===== src/rtl/mult8_seq_ctrl_if.sv =====
// rtl/mult8_seq_ctrl_if.sv - request, response and router bundle for mult8_seq_ctrl
//
// Groups the issue-side request handshake, the writeback-side response
// handshake and the multiplier router/array signals. Suffixes are relative to
// the controller: modport slave is the controller view, modport master is the
// view of the surrounding issue, writeback and multiplier-array logic.
//
// Configuration macro: MULT8_SEQ_HIGH_EN adds the mulh_i request bit.
interface mult8_seq_ctrl_if;
    logic        in_valid_i;
    logic        in_ready_o;
    logic [63:0] a_i;
    logic [63:0] b_i;
    logic [1:0]  sew_i;
`ifdef MULT8_SEQ_HIGH_EN
    logic        mulh_i;
`endif
    logic        out_valid_o;
    logic        out_ready_i;
    logic [63:0] result_o;
    logic        err_o;
    logic [31:0] mult_a1_o;
    logic [31:0] mult_b1_o;
    logic [31:0] mult_a2_o;
    logic [31:0] mult_b2_o;
    logic [1:0]  mult_sew_o;
    logic        mult_count0_o;
    logic [15:0] p1_i;
    logic [15:0] p2_i;
    logic [15:0] p3_i;
    logic [15:0] p4_i;
    logic [15:0] p5_i;
    logic [15:0] p6_i;
    logic [15:0] p7_i;
    logic [15:0] p8_i;

    modport slave (
        input  in_valid_i, a_i, b_i, sew_i,
`ifdef MULT8_SEQ_HIGH_EN
        input  mulh_i,
`endif
        input  out_ready_i,
        input  p1_i, p2_i, p3_i, p4_i, p5_i, p6_i, p7_i, p8_i,
        output in_ready_o, out_valid_o, result_o, err_o,
        output mult_a1_o, mult_b1_o, mult_a2_o, mult_b2_o,
        output mult_sew_o, mult_count0_o
    );

    modport master (
        output in_valid_i, a_i, b_i, sew_i,
`ifdef MULT8_SEQ_HIGH_EN
        output mulh_i,
`endif
        output out_ready_i,
        output p1_i, p2_i, p3_i, p4_i, p5_i, p6_i, p7_i, p8_i,
        input  in_ready_o, out_valid_o, result_o, err_o,
        input  mult_a1_o, mult_b1_o, mult_a2_o, mult_b2_o,
        input  mult_sew_o, mult_count0_o
    );
endinterface


===== src/rtl/mult8_seq_ctrl.sv =====
// rtl/mult8_seq_ctrl.sv - sequencing controller for the eight-lane 8x8 multiplier array
//
// Accepts one vector multiply per in_valid_i/in_ready_o handshake, drives the
// operand router for one pass (sew 8/16 and illegal sew) or two passes
// (sew 32), captures the eight unsigned lane products and holds the packed
// result on result_o until out_ready_i.
//
// Ports:
//   clk   - clock, all state on the rising edge
//   reset - asynchronous active-high reset
//   bus   - mult8_seq_ctrl_if.slave:
//             request   in_valid_i/in_ready_o, a_i, b_i, sew_i (+ mulh_i)
//             response  out_valid_o/out_ready_i, result_o, err_o
//             router    mult_a1_o, mult_b1_o, mult_a2_o, mult_b2_o,
//                       mult_sew_o, mult_count0_o
//             array     p1_i .. p8_i (combinational lane products)
//
// Configuration macro: MULT8_SEQ_HIGH_EN - adds mulh_i; when the latched bit
// is set the upper half of each element product is packed instead.
module mult8_seq_ctrl (
    input  logic            clk,
    input  logic            reset,
    mult8_seq_ctrl_if.slave bus
);

    localparam logic [1:0] ST_IDLE  = 2'd0;
    localparam logic [1:0] ST_PASS0 = 2'd1;
    localparam logic [1:0] ST_PASS1 = 2'd2;
    localparam logic [1:0] ST_DONE  = 2'd3;

    localparam logic [1:0] SEW_8   = 2'b00;
    localparam logic [1:0] SEW_16  = 2'b01;
    localparam logic [1:0] SEW_32  = 2'b10;
    localparam logic [1:0] SEW_BAD = 2'b11;

    logic [1:0]  state_q, state_d;
    logic [63:0] a_q, a_d;
    logic [63:0] b_q, b_d;
    logic [1:0]  sew_q, sew_d;
    logic [63:0] acc_q, acc_d;
    logic        mulh_q;

    logic [15:0] p [8];
    logic [63:0] row_lo;
    logic [63:0] row_hi;
    logic [63:0] pass_sum;
    logic [31:0] elem0;
    logic [31:0] elem1;
    logic [63:0] byte_pack;
    logic [63:0] result;

    assign p[0] = bus.p1_i;
    assign p[1] = bus.p2_i;
    assign p[2] = bus.p3_i;
    assign p[3] = bus.p4_i;
    assign p[4] = bus.p5_i;
    assign p[5] = bus.p6_i;
    assign p[6] = bus.p7_i;
    assign p[7] = bus.p8_i;

`ifdef MULT8_SEQ_HIGH_EN
    logic mulh_d;

    always_comb begin
        mulh_d = mulh_q;
        if (state_q == ST_IDLE && bus.in_valid_i) begin
            mulh_d = bus.mulh_i;
        end
    end

    always_ff @(posedge clk or posedge reset) begin
        if (reset) begin
            mulh_q <= 1'b0;
        end else begin
            mulh_q <= mulh_d;
        end
    end
`else
    assign mulh_q = 1'b0;
`endif

    // Lane combining. For sew 32 each pass multiplies all of A by two bytes
    // of B: lanes 1-4 carry B(2c), lanes 5-8 carry B(2c+1), so the second
    // row sits one byte higher and pass 1 sits two bytes above pass 0.
    // For sew 16 lanes 5-8 are the cross terms of each 16x16 element.
    always_comb begin
        row_lo   = 64'(p[0]) + (64'(p[1]) << 8) + (64'(p[2]) << 16) + (64'(p[3]) << 24);
        row_hi   = 64'(p[4]) + (64'(p[5]) << 8) + (64'(p[6]) << 16) + (64'(p[7]) << 24);
        pass_sum = row_lo + (row_hi << 8);
        if (state_q == ST_PASS1) begin
            pass_sum = pass_sum << 16;
        end
        elem0 = 32'(p[0]) + ((32'(p[4]) + 32'(p[5])) << 8) + (32'(p[1]) << 16);
        elem1 = 32'(p[2]) + ((32'(p[6]) + 32'(p[7])) << 8) + (32'(p[3]) << 16);
        // sew 8 elements are packed at capture time: 128 bits of raw
        // products would not fit the 64-bit accumulator.
        byte_pack = '0;
        for (int k = 0; k < 8; k++) begin
            byte_pack[8*k +: 8] = mulh_q ? p[k][15:8] : p[k][7:0];
        end
    end

    always_comb begin
        state_d = state_q;
        a_d     = a_q;
        b_d     = b_q;
        sew_d   = sew_q;
        acc_d   = acc_q;
        case (state_q)
            ST_IDLE: begin
                if (bus.in_valid_i) begin
                    a_d     = bus.a_i;
                    b_d     = bus.b_i;
                    sew_d   = bus.sew_i;
                    acc_d   = '0;
                    state_d = ST_PASS0;
                end
            end
            ST_PASS0: begin
                case (sew_q)
                    SEW_8:   acc_d = byte_pack;
                    SEW_16:  acc_d = {elem1, elem0};
                    SEW_32:  acc_d = acc_q + pass_sum;
                    default: acc_d = acc_q;
                endcase
                state_d = (sew_q == SEW_32) ? ST_PASS1 : ST_DONE;
            end
            ST_PASS1: begin
                acc_d   = acc_q + pass_sum;
                state_d = ST_DONE;
            end
            default: begin
                if (bus.out_ready_i) begin
                    state_d = ST_IDLE;
                end
            end
        endcase
    end

    always_ff @(posedge clk or posedge reset) begin
        if (reset) begin
            state_q <= ST_IDLE;
            a_q     <= '0;
            b_q     <= '0;
            sew_q   <= SEW_8;
            acc_q   <= '0;
        end else begin
            state_q <= state_d;
            a_q     <= a_d;
            b_q     <= b_d;
            sew_q   <= sew_d;
            acc_q   <= acc_d;
        end
    end

    // The accumulator holds {elem1, elem0} for sew 16 and the full 64-bit
    // product for sew 32; only the selected half of each is returned.
    always_comb begin
        result = '0;
        case (sew_q)
            SEW_8:   result = acc_q;
            SEW_16:  result[31:0] = mulh_q ? {acc_q[63:48], acc_q[31:16]}
                                           : {acc_q[47:32], acc_q[15:0]};
            SEW_32:  result[31:0] = mulh_q ? acc_q[63:32] : acc_q[31:0];
            default: result = '0;
        endcase
    end

    assign bus.in_ready_o    = (state_q == ST_IDLE);
    assign bus.out_valid_o   = (state_q == ST_DONE);
    assign bus.result_o      = result;
    assign bus.err_o         = (state_q == ST_DONE) && (sew_q == SEW_BAD);
    assign bus.mult_a1_o     = a_q[31:0];
    assign bus.mult_a2_o     = a_q[63:32];
    assign bus.mult_b1_o     = b_q[31:0];
    assign bus.mult_b2_o     = b_q[63:32];
    assign bus.mult_sew_o    = sew_q;
    assign bus.mult_count0_o = (state_q == ST_PASS1);

endmodule


===== src/flat_wrapper.sv =====
// flat-port wrapper written by rule: the top's interface ports become plain ports
module mult8_seq_ctrl_flat 
  (clk, reset, bus_in_valid_i, bus_a_i, bus_b_i, bus_sew_i, bus_out_ready_i, bus_p1_i, bus_p2_i, bus_p3_i, bus_p4_i, bus_p5_i, bus_p6_i, bus_p7_i, bus_p8_i, bus_in_ready_o, bus_out_valid_o, bus_result_o, bus_err_o, bus_mult_a1_o, bus_mult_b1_o, bus_mult_a2_o, bus_mult_b2_o, bus_mult_sew_o, bus_mult_count0_o);
  mult8_seq_ctrl_if bus_i ();
  input  logic clk;
  input  logic reset;
  input wire logic [$bits(bus_i.in_valid_i)-1:0] bus_in_valid_i;
  input wire logic [$bits(bus_i.a_i)-1:0] bus_a_i;
  input wire logic [$bits(bus_i.b_i)-1:0] bus_b_i;
  input wire logic [$bits(bus_i.sew_i)-1:0] bus_sew_i;
  input wire logic [$bits(bus_i.out_ready_i)-1:0] bus_out_ready_i;
  input wire logic [$bits(bus_i.p1_i)-1:0] bus_p1_i;
  input wire logic [$bits(bus_i.p2_i)-1:0] bus_p2_i;
  input wire logic [$bits(bus_i.p3_i)-1:0] bus_p3_i;
  input wire logic [$bits(bus_i.p4_i)-1:0] bus_p4_i;
  input wire logic [$bits(bus_i.p5_i)-1:0] bus_p5_i;
  input wire logic [$bits(bus_i.p6_i)-1:0] bus_p6_i;
  input wire logic [$bits(bus_i.p7_i)-1:0] bus_p7_i;
  input wire logic [$bits(bus_i.p8_i)-1:0] bus_p8_i;
  output wire logic [$bits(bus_i.in_ready_o)-1:0] bus_in_ready_o;
  output wire logic [$bits(bus_i.out_valid_o)-1:0] bus_out_valid_o;
  output wire logic [$bits(bus_i.result_o)-1:0] bus_result_o;
  output wire logic [$bits(bus_i.err_o)-1:0] bus_err_o;
  output wire logic [$bits(bus_i.mult_a1_o)-1:0] bus_mult_a1_o;
  output wire logic [$bits(bus_i.mult_b1_o)-1:0] bus_mult_b1_o;
  output wire logic [$bits(bus_i.mult_a2_o)-1:0] bus_mult_a2_o;
  output wire logic [$bits(bus_i.mult_b2_o)-1:0] bus_mult_b2_o;
  output wire logic [$bits(bus_i.mult_sew_o)-1:0] bus_mult_sew_o;
  output wire logic [$bits(bus_i.mult_count0_o)-1:0] bus_mult_count0_o;
  assign bus_i.in_valid_i = bus_in_valid_i;
  assign bus_i.a_i = bus_a_i;
  assign bus_i.b_i = bus_b_i;
  assign bus_i.sew_i = bus_sew_i;
  assign bus_i.out_ready_i = bus_out_ready_i;
  assign bus_i.p1_i = bus_p1_i;
  assign bus_i.p2_i = bus_p2_i;
  assign bus_i.p3_i = bus_p3_i;
  assign bus_i.p4_i = bus_p4_i;
  assign bus_i.p5_i = bus_p5_i;
  assign bus_i.p6_i = bus_p6_i;
  assign bus_i.p7_i = bus_p7_i;
  assign bus_i.p8_i = bus_p8_i;
  assign bus_in_ready_o = bus_i.in_ready_o;
  assign bus_out_valid_o = bus_i.out_valid_o;
  assign bus_result_o = bus_i.result_o;
  assign bus_err_o = bus_i.err_o;
  assign bus_mult_a1_o = bus_i.mult_a1_o;
  assign bus_mult_b1_o = bus_i.mult_b1_o;
  assign bus_mult_a2_o = bus_i.mult_a2_o;
  assign bus_mult_b2_o = bus_i.mult_b2_o;
  assign bus_mult_sew_o = bus_i.mult_sew_o;
  assign bus_mult_count0_o = bus_i.mult_count0_o;
  mult8_seq_ctrl u_core (.clk(clk), .reset(reset), .bus(bus_i));
endmodule

===== config.mk =====
export PLATFORM = sky130hd
export DESIGN_NAME = mult8_seq_ctrl_flat
export DESIGN_NICKNAME = d
export VERILOG_FILES = /design/src/rtl/mult8_seq_ctrl_if.sv /design/src/rtl/mult8_seq_ctrl.sv /design/src/flat_wrapper.sv
export SDC_FILE = /design/constraint.sdc
export NUM_CORES = 1
export LEC_CHECK = 0
export CAP_MARGIN = 20
export CORE_MARGIN = 5
export CORE_UTILIZATION = 48
export DETAILED_ROUTE_END_ITERATION = 7
export PLACE_DENSITY = 0.79
export SKIP_CTS_REPAIR_TIMING = 1
export SYNTH_ARGS = -nofsm -noshare
export SYNTH_HDL_FRONTEND = slang
export SYNTH_SLANG_ARGS = --single-unit

===== constraint.sdc =====
create_clock -name clk -period 5.66 [get_ports clk]
set_input_delay 0.566 -clock clk [delete_from_list [all_inputs] [get_ports clk]]
set_output_delay 0.566 -clock clk [all_outputs]
set_load 0.01 [all_outputs]

==> run metrics <==
status=finished, violations left; violated checks=negative setup slack; Most common cell on crit path=a21o_1; MaxCap Viol Count=0; Area Overhead vs Synth=61.12%; post-route ant nets=0; asr flop ratio synth=100.0%; CP top delay family=compound AO/OA/AOI/OAI gates; Setup TNS=-100390 ps; initial antenna violation count=3; Ys Warns=0; number of global-route vias before repair=23705; clock latency on the worst-skew pair=470 ps; remaining global-route overflow=0; Synth Register Bits=196; GRT Total Usage=37.74%; critical path class=primary input to flop; Synth cell types=76; TritonCTS Buffers=17; DPL Wire Length=79.80 mm; drt wl/cell=24.75 um; RSZ-0062 raised after global routing=yes; largest net degree at the start of global routing=150; CTS tree=built; WHS=345.8 ps; Clock Tree Buf Depth=2; Core ar.=0.04327 mm2; worst slew pin tran=1179 ps; Initial Utilization=48.76%; synthesized cell area=0.02110 mm2; Seq/Total Area, Yosys=23.25%; Power Dens Cells=609.8 mW/mm2; port bufs=459; fmax=110.1 MHz; fin nets=4033; Via density=5.987; Clock transition at path regs=80 ps; min-delay worst type=primary input to asynchronous set/reset pin; post-layout util=78.56%; CP Capture Type=flop; die height=219.6 um; critical path depth=51; type of origin of the critical path=primary input; count leader, synth=ha_1; first-pass GRT wire length=140.1 mm; largest vdd supply drop=0.0005514 V; CP peak stage delay=420 ps; top post-synthesis cells by count=268 x ha_1, 205 x a21oi_1, 196 x dfrtp_1; row cnt=76; Pre-Repair DR Iteration Count=7; H-tree Lvls=4; DRC=0; Iteration-0 DRC Markers=2700; WP buf/inv=5; worst reg-to-reg path cell count=17; CP Max Fanout=5; fillers=2824; Setup WS post-layout=-3422 ps; synth top area cells=dfrtp_1 23%, ha_1 16%, mux2_2 7.4%; P_leak=15.73 nW; Post-Syn Nets=3032; Mean Syn Cell Area=8.524 um2; Die ar.=0.04824 mm2; Period minus WS final=9082 ps; Clock Sinks=196; Synth Flop Type=dfrtp_1; die width=219.6 um; number of synthesized flops with an enable pin=0; Tot Pwr=20.73 mW; required time of the critical path=6000 ps; Root Buffer=clkbuf_16; DR vias=24407; skew final=21.52 ps; Worst EP arrival=9420 ps; Tcrit/Tclk final=160.5%; Final Max Slew Viols=0; Placer Congestion=1.017; Slew headroom=21.38%; setup violators final=43; Synth top area share=23.25%; CP max stage cell=ha_2; Syn Inst Count=2475; drt total wl=100.9 mm; top cell type by total area after synthesis=dfrtp_1; # IOs=460; Hold Fails Final Rpt=0; share of cells above drive strength 1=33.36%
==> cells in the final DEF (no fill, tap or decap), types with 30 or more instances in the layout <==
| master | synthesis | layout |
|---|---|---|
| a21o_1 | 97 | 97 |
| buf_4 | 0 | 592 |
| xor2_1 | 71 | 51 |
| inv_1 | 137 | 123 |
| nand2_1 | 186 | 165 |
| xnor2_1 | 117 | 93 |
| a21oi_2 | 1 | 52 |
| o21ai_2 | 1 | 30 |
| dfrtp_1 | 196 | 196 |
| nand3_1 | 38 | 35 |
| o21ai_1 | 11 | 38 |
| a21oi_1 | 205 | 146 |
| nor2b_1 | 40 | 36 |
| ha_4 | 0 | 60 |
| o21bai_1 | 40 | 35 |
| o21ai_0 | 180 | 115 |
| buf_6 | 0 | 38 |
| and2_1 | 81 | 77 |
| ha_1 | 268 | 203 |
| nor2_1 | 144 | 125 |
| mux2_2 | 138 | 133 |
| a22oi_1 | 42 | 40 |
| clkdlybuf4s50_1 | 0 | 439 |
==> through the flow <==
| step | worst slack, ps | cells | area, um2 |
|---|---|---|---|
| global placement | -4067 | 3989 | 30990 |
| global route | -3722 | 4077 | 33990 |
| floorplan | -2751 | 2475 | 21800 |
| finish | -3422 | 4077 | 33990 |
| CTS | -3804 | 4021 | 31580 |
| detailed placement | -4270 | 3989 | 30990 |
==> layout make-up <==
cell class                      count  area (um2)  share of cell area, %
Multi-Input combinational cell   2034       17730                  52.17
Timing Repair Buffer             1089        9497                  27.94
Tap cell                          585       732.0                  2.153
Clock buffer                       18       439.2                  1.292
Inverter                          138       524.3                  1.542
Sequential cell                   196        4905                  14.43
Clock inverter                     14       153.9                 0.4528
Antenna cell                        3       7.507                0.02209
==> layer usage <==
metal  wire length (um)  part of all wire, %  global-route usage (%)
met2              46270                   46                   61.63
met5                  0                    0                       0
met3               9684                  9.6                   6.979
met4               6687                  6.6                   19.24
met1              38250                   38                   47.92
==> power by group <==
group	total [mW]	internal (mW)	switching (mW)
combinational	17.0	7.96	8.99
sequential	2.53	2.03	0.502
clock	1.24	0.606	0.638
==> worst paths after layout <==
path	from	slack [ps]	endpoint
min in group clk	u_core.b_q[45]	510	u_core.b_q[45]
worst max-delay path	bus_p6_i[0]	-3420	u_core.acc_q[62]
worst min register to register	u_core.b_q[45]	510	u_core.b_q[45]
worst min-delay path	reset	350	u_core.state_q[1]
worst max register to register	u_core.state_q[0]	1090	u_core.acc_q[56]
max in group asynchronous	reset	4250	u_core.b_q[32]
==> state kept, by name (all words and copies together) (netlist names) <==
signal and cells:
u_core.b_q 64, u_core.acc_q 64, u_core.state_q 2, u_core.bus.mult_sew_o 2
u_core.a_q 64
==> logic make-up (layout without fill, tap and decap cells) <==
kind of cell / after synthesis / count (layout) / share of synthesized area (%)
multiplexers: 146 / 146 / 7.746
flip-flops: 196 / 196 / 23.25
other: 0 / 3 / 0
buffers and inverters: 245 / 1259 / 4.359
adder cells (fa/ha/maj): 295 / 295 / 18.46
XOR/XNOR: 188 / 188 / 7.805
AO/OA/AOI/OAI: 784 / 784 / 24.03
AND/OR/NAND/NOR: 621 / 621 / 14.36
Power figures use the tool's default switching activity.
